$ cat src/rtl/lockout_controller.sv
// Keypad lockout controller: opens the door on a correct attempt, locks the keypad
// or raises the alarm on repeated wrong attempts, and forces the door open on fire.
module lockout_controller #(
   parameter int unsigned LOCK_THRESH   = 3,
   parameter int unsigned ALARM_THRESH  = 5,
   parameter int unsigned LOCK_CYCLES   = 16,
   parameter int unsigned UNLOCK_CYCLES = 8
) (
   input  logic       clk,
   input  logic       rst,
   input  logic [2:0] count,
   input  logic       attempt_valid,
   input  logic       O,
   input  logic       fireAlarm,
   input  logic       disarm,
   output logic       door_unlock,
   output logic       locked_out,
   output logic       alarm,
   output logic       O2,
   output logic [2:0] state
);

   typedef enum logic [2:0] {
      IDLE    = 3'd0,
      UNLOCK  = 3'd1,
      LOCKOUT = 3'd2,
      ALARM   = 3'd3,
      FIRE    = 3'd4
   } state_t;

   localparam logic [7:0] LOCK_LD   = LOCK_CYCLES[7:0];
   localparam logic [7:0] UNLOCK_LD = UNLOCK_CYCLES[7:0];

   state_t     state_q, state_d;
   logic [7:0] timer_q, timer_d;
   logic       door_q, door_d;
   logic       lock_q, lock_d;
   logic       alarm_q, alarm_d;
   logic       o2_q, o2_d;
   logic [31:0] count_ext;

   assign count_ext = {29'd0, count};

   always_comb begin
      state_d = state_q;
      timer_d = (timer_q != 8'd0) ? timer_q - 8'd1 : 8'd0;
      o2_d    = 1'b0;
      if (fireAlarm) begin
         state_d = FIRE;
         timer_d = 8'd0;
      end else begin
         unique case (state_q)
            IDLE: begin
               timer_d = 8'd0;
               if (attempt_valid) begin
                  if (O) begin
                     state_d = UNLOCK;
                     timer_d = UNLOCK_LD;
                  end else if (count_ext >= ALARM_THRESH) begin
                     state_d = ALARM;
                  end else if (count_ext >= LOCK_THRESH) begin
                     state_d = LOCKOUT;
                     timer_d = LOCK_LD;
                  end
               end
            end
            UNLOCK, LOCKOUT: begin
               // Timer value 1 marks the last cycle of the timed window.
               if (timer_q <= 8'd1) begin
                  state_d = IDLE;
                  timer_d = 8'd0;
               end
            end
            ALARM: begin
               if (disarm) begin
                  state_d = IDLE;
                  o2_d    = 1'b1;
               end
            end
            FIRE: begin
               state_d = IDLE;
               timer_d = 8'd0;
            end
            default: begin
               state_d = IDLE;
               timer_d = 8'd0;
            end
         endcase
      end
      door_d  = (state_d == UNLOCK) || (state_d == FIRE);
      lock_d  = (state_d == LOCKOUT) || (state_d == ALARM);
      alarm_d = (state_d == ALARM);
   end

   always_ff @(posedge clk) begin
      if (rst) begin
         state_q <= IDLE;
         timer_q <= 8'd0;
         door_q  <= 1'b0;
         lock_q  <= 1'b0;
         alarm_q <= 1'b0;
         o2_q    <= 1'b0;
      end else begin
         state_q <= state_d;
         timer_q <= timer_d;
         door_q  <= door_d;
         lock_q  <= lock_d;
         alarm_q <= alarm_d;
         o2_q    <= o2_d;
      end
   end

   assign door_unlock = door_q;
   assign locked_out  = lock_q;
   assign alarm       = alarm_q;
   assign O2          = o2_q;
   assign state       = state_q;

endmodule

$ cat config.mk
export PLATFORM = sky130hd
export DESIGN_NAME = lockout_controller
export DESIGN_NICKNAME = d
export VERILOG_FILES = /design/src/rtl/lockout_controller.sv
export SDC_FILE = /design/constraint.sdc
export NUM_CORES = 1
export LEC_CHECK = 0
export BUFFER_PORTS_ARGS = -buffer_cell sky130_fd_sc_hd__buf_2
export CAP_MARGIN = 40
export CORE_AREA = 4 4 41 43
export CTS_CLUSTER_DIAMETER = 80
export DETAILED_ROUTE_END_ITERATION = 8
export DIE_AREA = 0 0 45 47
export GPL_ROUTABILITY_DRIVEN = 0
export PLACE_DENSITY = 0.85
export SLEW_MARGIN = 20
export SYNTH_ARGS = -nofsm -noshare
export SYNTH_HDL_FRONTEND = slang
export SYNTH_SLANG_ARGS = --single-unit
export TNS_END_PERCENT = 10
$ cat constraint.sdc
create_clock -name clk -period 3.8 [get_ports clk]
set_input_delay 1.14 -clock clk [delete_from_list [all_inputs] [get_ports clk]]
set_output_delay 1.14 -clock clk [all_outputs]
set_load 0.01 [all_outputs]
Yosys cells after proc, flatten, opt, wreduce, memory -nomap -nowiden

Index checks and enable logic that the tools add are counted.
Widths: inputs -> output; s select.

Eq/ne operators: 7
Muxes and demuxes: 16
Add/subtract/negate cells: 1
Reductions and logical operators: 7
$lt $le $gt $ge: 3
Bitwise operators: 1

Operator list:

| operator            | number |
|---|---|
| $pmux 8 s3          | 1 |
| $mux 3              | 7 |
| $mux 5              | 4 |
| $mux 8              | 2 |
| $eq 3x2->1 const B  | 4 |
| $pmux 3 s3          | 1 |
| $le 8x1->1 const B  | 1 |
| $reduce_bool 8->1   | 1 |
| $sub 8x1->8 const B | 1 |
| $eq 3x1->1 const B  | 2 |
| $reduce_or 2->1     | 2 |
| $eq 3x3->1 const B  | 1 |
| $ge 3x2->1 const B  | 1 |
| $ge 3x3->1 const B  | 1 |
| $logic_not 3->1     | 1 |
| $reduce_or 3->1     | 1 |
| $logic_or 1x1->1    | 2 |
| $mux 1              | 1 |
| $not 1->1           | 1 |

Word-level logic and storage cells: 41
Input port bits: 9
Register bits after elaboration: 15
Output and inout bits: 7

Longest topological paths before layout

Gate-level depths: netlist of run 1.

Depth after elaboration: 9
Gate-level depth with buffers: 6

Worst setup path after synthesis of run 1

No wires, ideal clock.

Kind: in2reg
Start point: input fireAlarm
End point: register timer_q[4]
Slack: 1,609 ps
Setup time: 71 ps
Path buffers: 1
Cell stages on the path: 5
Arrival: 2,120 ps
Required time: 3,729 ps
Path through: or3_1 > clkbuf_1 > a31oi_1 > o211ai_2 > o2bb2ai_1

Cells in the longest elaborated chain, start to end: 1

RTL lines:

| element                          | line | source |
|---|---|---|
| from (decl)                      | 14   | `input logic fireAlarm,` |
| $reduce_or 2->1 (no source line) | --   |  |
| to (signal assigned)             | 105  | `timer_q <= timer_d;` |
| to (decl)                        | 35   | `logic [7:0] timer_q, timer_d;` |

Every way passes these cells.
A chain may end at the register's enable or synchronous reset.

Final worst setup path of run 1

Ends and elaborated chain as after synthesis.

==> metrics, run 1 <==
total of buffers placed on input and output ports=15; Total Routing Usage GR=0.145; syn_area_per_cell=9.06 um2; vias in the first global route=538; initial detailed-routing violation count=21; type of the most critical hold path=reg2reg; growth of design area from synthesis to finish=17.3%; DIE WIDTH=45 um; routed via count=596; kind of critical path=in2reg; number of maximum-capacitance constraint violations=0; element type at the critical path start=input port; PD cells=348 nW/um2; TritonCTS buffer count=3; total I/O pin count=16; layout cells sized above 1=0.258; H-Tree Level Count=1; half-perimeter wire length after detailed placement=1030 um; final setup fails=0; remaining antenna violation count after routing=0; slew of the pin with the lowest slew margin=0.369 ns; global routing usage on met1=0.167; number of buffers added for setup after CTS=0; register bit count reported by yosys=15; Final Net Count=105; area leader, netlist=sky130_fd_sc_hd__dfxtp_1; global-route wire length before repair=2180 um; most frequent cells in the layout=sky130_fd_sc_hd__dfxtp_1 (15), sky130_fd_sc_hd__buf_2 (15), sky130_fd_sc_hd__nor2_1 (14); most used flip-flop cell after synthesis=sky130_fd_sc_hd__dfxtp_1; post-synthesis sequential area ratio=0.442; Post-Route WL=1350 um; number of buffers on the longest clock path=2; critical path endpoint category=flip-flop; clock-pin slew reported for the worst setup and hold paths after clock tree synthesis=0.09 ns; total negative slack=0 ns; Antenna Diode Count=0; Slew Limit Fails=0; leakage power of the design=0.357 nW; detailed-router iteration count before antenna repair=4; outcome=complete, no violations; share of the synthesized area in the top cell type=0.442; floorplan die area=2120 um2; TritonCTS clock tree=yes; Post-synth EDFFs=0; number of library cell types mapped by synthesis=28; data arrival time at the worst-slack endpoint=2.30 ns; worst hold slack after final layout=0.480 ns; IR Drop Worst-Case VDD=0.177 mV; Routed wire per std cell=12.5 um; DP Worst Slack=1.43 ns; clk_skew=0.000772 ns; maximum number of pins on one net before global-route repair=10; post-cts gate resize count=0; required time reported for the critical path endpoint=4.02 ns; synthesized instance count=75; combined area of all synthesized cells=679 um2; RSZ-0062 raised after global routing=no; net count of the mapped netlist=86; clock root buffer=sky130_fd_sc_hd__clkbuf_4; global route total overflow=0; clock latency of the later-clocked register in the worst-skew pair=0.28 ns; number of remaining DRC errors=0; share of flip-flops with an asynchronous set or reset after synthesis=0; hold bufs inserted after CTS=0; final-layout fill cell count=118; setup slack of the critical path after layout=1.71 ns; Max Clk Rate=0.479 GHz; maximum fanout along the worst path=8; grt met2 use=0.237; placeable core region=1300 um2; Top Usage Layer GRT=met2; per-cell via count in the routed design=5.52; M3 GR Usage=0.0307; Clock Sinks=15; leading post-synthesis cells by cell area=sky130_fd_sc_hd__dfxtp_1 (44%), sky130_fd_sc_hd__nor2_1 (7.7%), sky130_fd_sc_hd__xnor2_1 (5.2%), sky130_fd_sc_hd__nor3_1 (4.4%), sky130_fd_sc_hd__ha_1 (3.7%); final critical-path share of the clock period=0.549; Final Hold Viols=0; Max transition margin=0.754; Die Y-Extent=47 um; Initial Util=0.522; Period minus WS final=2.09 ns; number of antenna violations at the first check in global routing=0; slack of the worst reg-to-reg path=1.92 ns; Core Rows=13; number of warning messages in the yosys log=0
[routing by layer]
layer,vias up,wire (um)
met4,0,36
li1,306,-
met2,25,650
met3,5,118
met1,260,541
met5,-,0
[state kept, by name, summed over array words and instances (netlist names)]
name and cells:
door_unlock 1, alarm 1, locked_out 1, O2 1, timer_q 8, state 3
[layout make-up]
cell class | instances | area [um2] | area share
clock inverters | 1 | 5.00 | 0.00628
clock buffers | 3 | 22.5 | 0.0283
repair buffers | 15 | 75.1 | 0.0942
multi-input cells | 54 | 357 | 0.447
well taps | 15 | 18.8 | 0.0235
inverters | 5 | 18.8 | 0.0235
flip-flops and latches | 15 | 300 | 0.377
[worst max-delay path, stage by stage]
cell and delay, ns:
sky130_fd_sc_hd__buf_2 0.11, sky130_fd_sc_hd__or3_1 0.46, sky130_fd_sc_hd__a31oi_1 0.22, sky130_fd_sc_hd__o211ai_2 0.19, sky130_fd_sc_hd__o2bb2ai_1 0.18
[kinds of logic (layout without fill, tap and decap cells)]
kind of cell	count (synthesis)	after routing	share of synthesized area
simple gates	32	32	0.245
flops	15	15	0.442
compound gates	14	14	0.166
xor+xnor	6	6	0.0773
buf+inv	6	24	0.0331
fa+ha+maj	2	2	0.0368
[power breakdown]
| part | total, mW | leakage [nW] | internal, mW | switching [mW] |
|---|---|---|---|---|
| registers | 0.162 | 0.122 | 0.160 | 0.00230 |
| logic | 0.0258 | 0.217 | 0.0118 | 0.0139 |
| clock network | 0.0896 | 0.0177 | 0.0391 | 0.0504 |
[synth_stat cells (2+ instances only)]
library cell / n
sky130_fd_sc_hd__nor2_1: 14
sky130_fd_sc_hd__o21ai_0: 2
sky130_fd_sc_hd__nand2_1: 3
sky130_fd_sc_hd__nand3_1: 2
sky130_fd_sc_hd__a31oi_1: 2
sky130_fd_sc_hd__a21oi_1: 2
sky130_fd_sc_hd__dfxtp_1: 15
sky130_fd_sc_hd__xnor2_1: 4
sky130_fd_sc_hd__xor2_1: 2
sky130_fd_sc_hd__ha_1: 2
sky130_fd_sc_hd__nor3_1: 6
sky130_fd_sc_hd__inv_1: 5
[per-stage QoR]
step	total power [mW]	util	std cells	area, um2
4_1_cts	0.281	0.613	108	797
3_5_place_dp	0.191	0.591	104	769
3_3_place_gp	0.190	0.591	104	769
2_1_floorplan	0.181	-	75	679
6_report	0.277	0.613	108	797
5_1_grt	0.290	0.613	108	797
[final timing paths]
kind	start	depth (start not counted)	endpoint
max reg2reg	timer_q[0]$_SDFF_PP0_	6	door_unlock$_SDFF_PP0_
min	timer_q[0]$_SDFF_PP0_	1	timer_q[0]$_SDFF_PP0_
max	fireAlarm	5	timer_q[4]$_SDFF_PP0_
min reg2reg	timer_q[0]$_SDFF_PP0_	1	timer_q[0]$_SDFF_PP0_
Power figures use the tool's default switching activity.
==> inputs of run 2 (changes only) <==
ABC_AREA = 1   (was unset)
CORE_AREA = unset   (was 4 4 41 43)
CORE_MARGIN = 4   (was unset)
CORE_UTILIZATION = 46   (was unset)
DIE_AREA = unset   (was 0 0 45 47)
PLACE_DENSITY = 0.81   (was 0.85)
clock period = 1.8 ns   (was 3.8 ns; I/O delays follow)
==> run 2 against run 1 <==
  * Sequential power grew 110%
  * Clock power grew 120%
  * Global-route usage shrank 0.77 points
  * Cell count grew 34%
  * Via count grew 19%
  * Power grew 120%
  * Die area grew 13%
  * Non-clock buffer count is the same
==> metrics, run 2 <==
most frequent cells after synthesis=sky130_fd_sc_hd__nand2_1 (24), sky130_fd_sc_hd__inv_1 (19), sky130_fd_sc_hd__nor2_1 (18); top register by number of flip-flops=timer_q; synthesized instance count=110; number of remaining DRC errors=0; total negative slack=0 ns; per-cell via count in the routed design=4.90; clock-pin slew reported for the worst setup and hold paths after clock tree synthesis=0.10 ns; total power=0.605 mW; data arrival time at the worst-slack endpoint=0.88 ns; RSZ-0062 raised after global routing=no; total of buffers placed on input and output ports=15; final core area utilization=0.580; outcome=complete, no violations; global-route wire length before repair=2590 um; element type at the critical path start=flip-flop; worst hold slack after final layout=0.423 ns; final critical-path share of the clock period=0.788; most frequent cells in the layout=sky130_fd_sc_hd__nand2_1 (24), sky130_fd_sc_hd__inv_1 (19), sky130_fd_sc_hd__nor2_1 (18); Max transition margin=0.862; Final Net Count=141; remaining antenna violation count after routing=0; register bit count reported by yosys=15; layout cells sized above 1=0.240; net count of the mapped netlist=121; Antenna Diode Count=0; number of buffers on the longest clock path=2; area leader, netlist=sky130_fd_sc_hd__dfxtp_1; required time reported for the critical path endpoint=1.26 ns; vias in the first global route=656; H-Tree Level Count=1; share of the synthesized area in the top cell type=0.389; Max Clk Rate=0.705 GHz; combined area of all synthesized cells=772 um2; post-synthesis sequential area ratio=0.389; Post-Route WL=1490 um; Total Routing Usage GR=0.137; Clock Sinks=15; kind of cell with the highest combined delay on the critical path=flip-flops; most used flip-flop cell after synthesis=sky130_fd_sc_hd__dfxtp_1; leakage power of the design=0.529 nW; maximum fanout along the worst path=6; crit path buf inv count=1; total I/O pin count=16; number of antenna violations at the first check in global routing=0; Die Y-Extent=49.0 um; Slew Limit Fails=0; leading post-synthesis cells by cell area=sky130_fd_sc_hd__dfxtp_1 (39%), sky130_fd_sc_hd__nand2_1 (12%), sky130_fd_sc_hd__inv_1 (9.2%), sky130_fd_sc_hd__nor2_1 (8.8%), sky130_fd_sc_hd__nand3_1 (5.8%); most frequent standard cell in the layout excluding fill and tap cells=sky130_fd_sc_hd__nand2_1; Initial Util=0.501; clock latency of the later-clocked register in the worst-skew pair=0.29 ns; post-cts gate resize count=0; half-perimeter wire length after detailed placement=1220 um; Period minus WS final=1.42 ns; Critical Path Max Stage Delay=0.42 ns; final-layout fill cell count=162; clock root buffer=sky130_fd_sc_hd__clkbuf_4; Core Rows=14; kind of critical path=reg2out; global route total overflow=0; Routed wire per std cell=10.3 um; number of buffers added for setup after CTS=0; critical path endpoint category=output pin; syn_area_per_cell=7.02 um2; Final Hold Viols=0; number of library cell types mapped by synthesis=21; TritonCTS buffer count=3; routed via count=710; slew of the pin with the lowest slew margin=0.207 ns; detailed-router iteration count before antenna repair=4; CP max stage cell=sky130_fd_sc_hd__dfxtp_1; TritonCTS clock tree=yes; maximum number of pins on one net before global-route repair=10; final setup fails=0; PD cells=676 nW/um2; setup slack of the critical path after layout=0.382 ns; max reg flops=8; IR Drop Worst-Case VDD=0.463 mV; type of the most critical hold path=in2reg; initial detailed-routing violation count=23; floorplan die area=2400 um2; growth of design area from synthesis to finish=15.9%; DIE WIDTH=49.0 um; Post-synth EDFFs=0; number of warning messages in the yosys log=0; placeable core region=1540 um2; hold bufs inserted after CTS=0; number of maximum-capacitance constraint violations=0; DP Worst Slack=0.402 ns; share of flip-flops with an asynchronous set or reset after synthesis=0; most common cell in the synthesized netlist=sky130_fd_sc_hd__nand2_1; Critical Path, Cell by Cell=buf_2; clk_skew=0.00856 ns
run 2: worst reg2reg max path, cell delays in order, from the launching register on:
cell                      delay [ns]
sky130_fd_sc_hd__dfxtp_1        0.36
sky130_fd_sc_hd__inv_1          0.06
sky130_fd_sc_hd__ha_1           0.24
sky130_fd_sc_hd__nand2_2        0.12
sky130_fd_sc_hd__nor2_4         0.06
sky130_fd_sc_hd__nor2_2         0.12
sky130_fd_sc_hd__nand2_1        0.08
sky130_fd_sc_hd__o21ai_2        0.10
sky130_fd_sc_hd__nand2_4        0.10
sky130_fd_sc_hd__a21oi_2        0.10
run 2: logic make-up after synthesis:
kind of cell,after synthesis,share of synthesized area
buffers and inverters,20,0.0972
DFF,15,0.389
and+or+nand+nor,63,0.379
xor gates and xnor gates,5,0.0567
AOI/OAI and AO/OA,5,0.0454
adders and majority gates,2,0.0324
run 2: report_power, final:
part	internal [mW]	leakage, nW	switching [mW]	total, mW
clock network	0.0828	0.0177	0.116	0.198
registers	0.337	0.122	0.00362	0.341
logic	0.0251	0.389	0.0405	0.0656
total	0.445	0.529	0.160	0.605
run 2: path summary, 6_finish.rpt:
kind	startpoint	to	slack, ns	cells past startpoint
hold reg to reg	timer_q[0]$_SDFF_PP0_	timer_q[0]$_SDFF_PP0_	0.44	1
hold / removal	rst	state[2]$_SDFF_PP0_	0.42	2
setup / recovery	state[0]$_SDFF_PP0_	state[0]	0.38	1
setup reg to reg	timer_q[0]$_SDFF_PP0_	timer_q[2]$_SDFF_PP0_	0.42	9
run 2: area by class of cell:
cell class	count	area (um2)	area share
Timing Repair Buffer	15	75.1	0.0839
Sequential cell	15	300	0.336
Inverter	20	75.1	0.0839
Clock inverter	1	5.00	0.00559
Clock buffer	3	22.5	0.0252
Multi-Input combinational cell	75	397	0.443
Tap cell	16	20.0	0.0224
run 2: metrics by stage:
stage / instances / area (um2)
floorplan: 110 / 772
CTS: 145 / 895
finish: 145 / 895
detailed placement: 141 / 867
global placement: 141 / 867
global route: 145 / 895
run 2: metal layers:
layer / GRT usage / part of all wire / wire length, um
met3: 0.0214 / 0.039 / 58
met5: 0 / 0 / 0
met2: 0.228 / 0.48 / 711
met4: 0.103 / 0.039 / 58
met1: 0.154 / 0.44 / 662
==> inputs of run 3 (changes only) <==
ABC_AREA = 0   (was 1)
CORE_UTILIZATION = 45   (was 46)
PLACE_DENSITY = 0.8   (was 0.81)
clock period = 1.1 ns   (was 1.8 ns; I/O delays follow)
==> run 3 against run 2 <==
  * The run now ends with setup timing left
  * First-iteration DRC count is 78% lower
  * Die area is 8.4% lower
  * Combinational power is 130% higher
  * Critical endpoint is now door_unlock$_SDFF_PP0_
==> metrics, run 3 (synthesis results as in run 1) <==
outcome=finished, violations left; violations in the final reports=setup timing; Slew Limit Fails=0; remaining antenna violation count after routing=0; H-Tree Level Count=1; element type at the critical path start=flip-flop; sequential cell area in the final layout=310 um2; growth of design area from synthesis to finish=58.7%; initial detailed-routing violation count=5; global-route wire length before repair=2840 um; top register by number of flip-flops=timer_q; total power=1.04 mW; routed via count=708; instance area at placement=981 um2; Post-Route WL=1760 um; kind of cell with the highest combined delay on the critical path=compound AO/OA/AOI/OAI gates; Total Routing Usage GR=0.188; global route total overflow=0; Core Rows=13; slew of the pin with the lowest slew margin=0.489 ns; data arrival time at the worst-slack endpoint=1.67 ns; CP max stage cell=sky130_fd_sc_hd__dfxtp_2; floorplan die area=2200 um2; half-perimeter wire length after detailed placement=1330 um; setup slack of the critical path after layout=-0.379 ns; number of buffers on the longest clock path=2; final-layout fill cell count=93; Routed wire per std cell=13.4 um; max reg flops=8; placeable core region=1370 um2; TritonCTS buffer count=3; Critical Path, Cell by Cell=inv_2 -> ha_4 -> or2_4 -> a31oi_4 -> a311oi_4 -> a31o_1; PD cells=962 nW/um2; Max Clk Rate=0.676 GHz; Antenna Diode Count=0; RSZ-0062 raised after global routing=yes; most frequent cells in the layout=sky130_fd_sc_hd__buf_4 (20), sky130_fd_sc_hd__nor2_1 (13), sky130_fd_sc_hd__buf_2 (12); hold bufs inserted after CTS=0; clock-pin slew reported for the worst setup and hold paths after clock tree synthesis=0.09 ns; most frequent standard cell in the layout excluding fill and tap cells=sky130_fd_sc_hd__buf_4; number of buffers added for setup after CTS=0; vias in the first global route=710; maximum number of pins on one net before global-route repair=10; maximum fanout along the worst path=4; crit path buf inv count=1; clock latency of the later-clocked register in the worst-skew pair=0.29 ns; TritonCTS clock tree=yes; total area of multi-input combinational cells=425 um2; Die Y-Extent=46.9 um; required time reported for the critical path endpoint=1.29 ns; Max transition margin=0.672; layout cells sized above 1=0.560; total I/O pin count=16; leakage power of the design=0.489 nW; Critical Path Max Stage Delay=0.37 ns; critical path endpoint category=flip-flop; IR Drop Worst-Case VDD=0.544 mV; number of remaining DRC errors=0; per-cell via count in the routed design=5.40; final critical-path share of the clock period=1.34; total negative slack=-3.86 ns; number of maximum-capacitance constraint violations=0; Initial Util=0.497; Final Net Count=128; final std cell area, no fill=1080 um2; DP Worst Slack=-0.401 ns; DIE WIDTH=46.9 um; total of buffers placed on input and output ports=15; Clock Sinks=15; number of antenna violations at the first check in global routing=0; type of the most critical hold path=in2reg; clk_skew=0.00244 ns; kind of critical path=reg2reg; detailed-router iteration count before antenna repair=4; Final Hold Viols=0; Period minus WS final=1.48 ns; clock root buffer=sky130_fd_sc_hd__clkbuf_4; final setup fails=16
## run 3: cell count changes in the layout (fill, tap and decap cells not counted), sizes merged, moves of 3 or more
cell | before | now
buf | 15 | 38
nor3 | 0 | 6
xnor2 | 1 | 4
inv | 20 | 5
nand2 | 27 | 3
nor2 | 22 | 14
nand3 | 10 | 2
## run 3: stage by stage
stage,hold WS [ns],utilization,std cells
floorplan,0.405,-,75
global placement,0.524,0.718,127
detailed placement,0.531,0.718,127
CTS,0.283,0.758,131
global route,0.308,0.789,131
finish,0.295,0.789,131
## run 3: area by class of cell
type | instances | share of cell area
Multi-Input combinational cell | 54 | 0.394
Sequential cell | 15 | 0.288
Timing Repair Buffer | 38 | 0.258
Clock buffer | 3 | 0.0209
Inverter | 5 | 0.0174
Tap cell | 15 | 0.0174
Clock inverter | 1 | 0.00464
## run 3: path summary, 6_finish.rpt
check / startpoint / to / slack, ns / depth (start not counted)
setup / recovery: timer_q[0]$_SDFF_PP0_ / door_unlock$_SDFF_PP0_ / -0.38 / 6
hold / removal: disarm / O2$_SDFF_PP0_ / 0.30 / 3
setup reg to reg: timer_q[0]$_SDFF_PP0_ / door_unlock$_SDFF_PP0_ / -0.38 / 6
hold reg to reg: timer_q[0]$_SDFF_PP0_ / timer_q[0]$_SDFF_PP0_ / 0.55 / 2
## run 3: timing repair
item                                    in CTS  in global routing
pin swaps                                    1                  1
gates resized for setup                      8                  9
cloned                                       0                  0
endpoints found under the setup margin      16                 17
## run 3: worst min-delay path, delay by kind of cell
| family | cells | cell delay, ns |
|---|---|---|
| simple gates | 2 | 0.12 |
| buf+inv | 1 | 0.11 |
## run 3: power by group
group          leakage, nW  total, mW  switching [mW]  internal, mW
Combinational        0.346      0.153          0.0708        0.0819
Sequential           0.125      0.557         0.00447         0.553
Clock               0.0177      0.328           0.192         0.136
## run 3: metal layers
metal	share of wire	GRT usage	wire length (um)	up-vias
met1	0.39	0.192	692	321
li1	-	-	-	351
met3	0.068	0.0575	119	9
met4	0.035	0.127	61	0
met5	0	0	0	-
met2	0.50	0.325	889	27
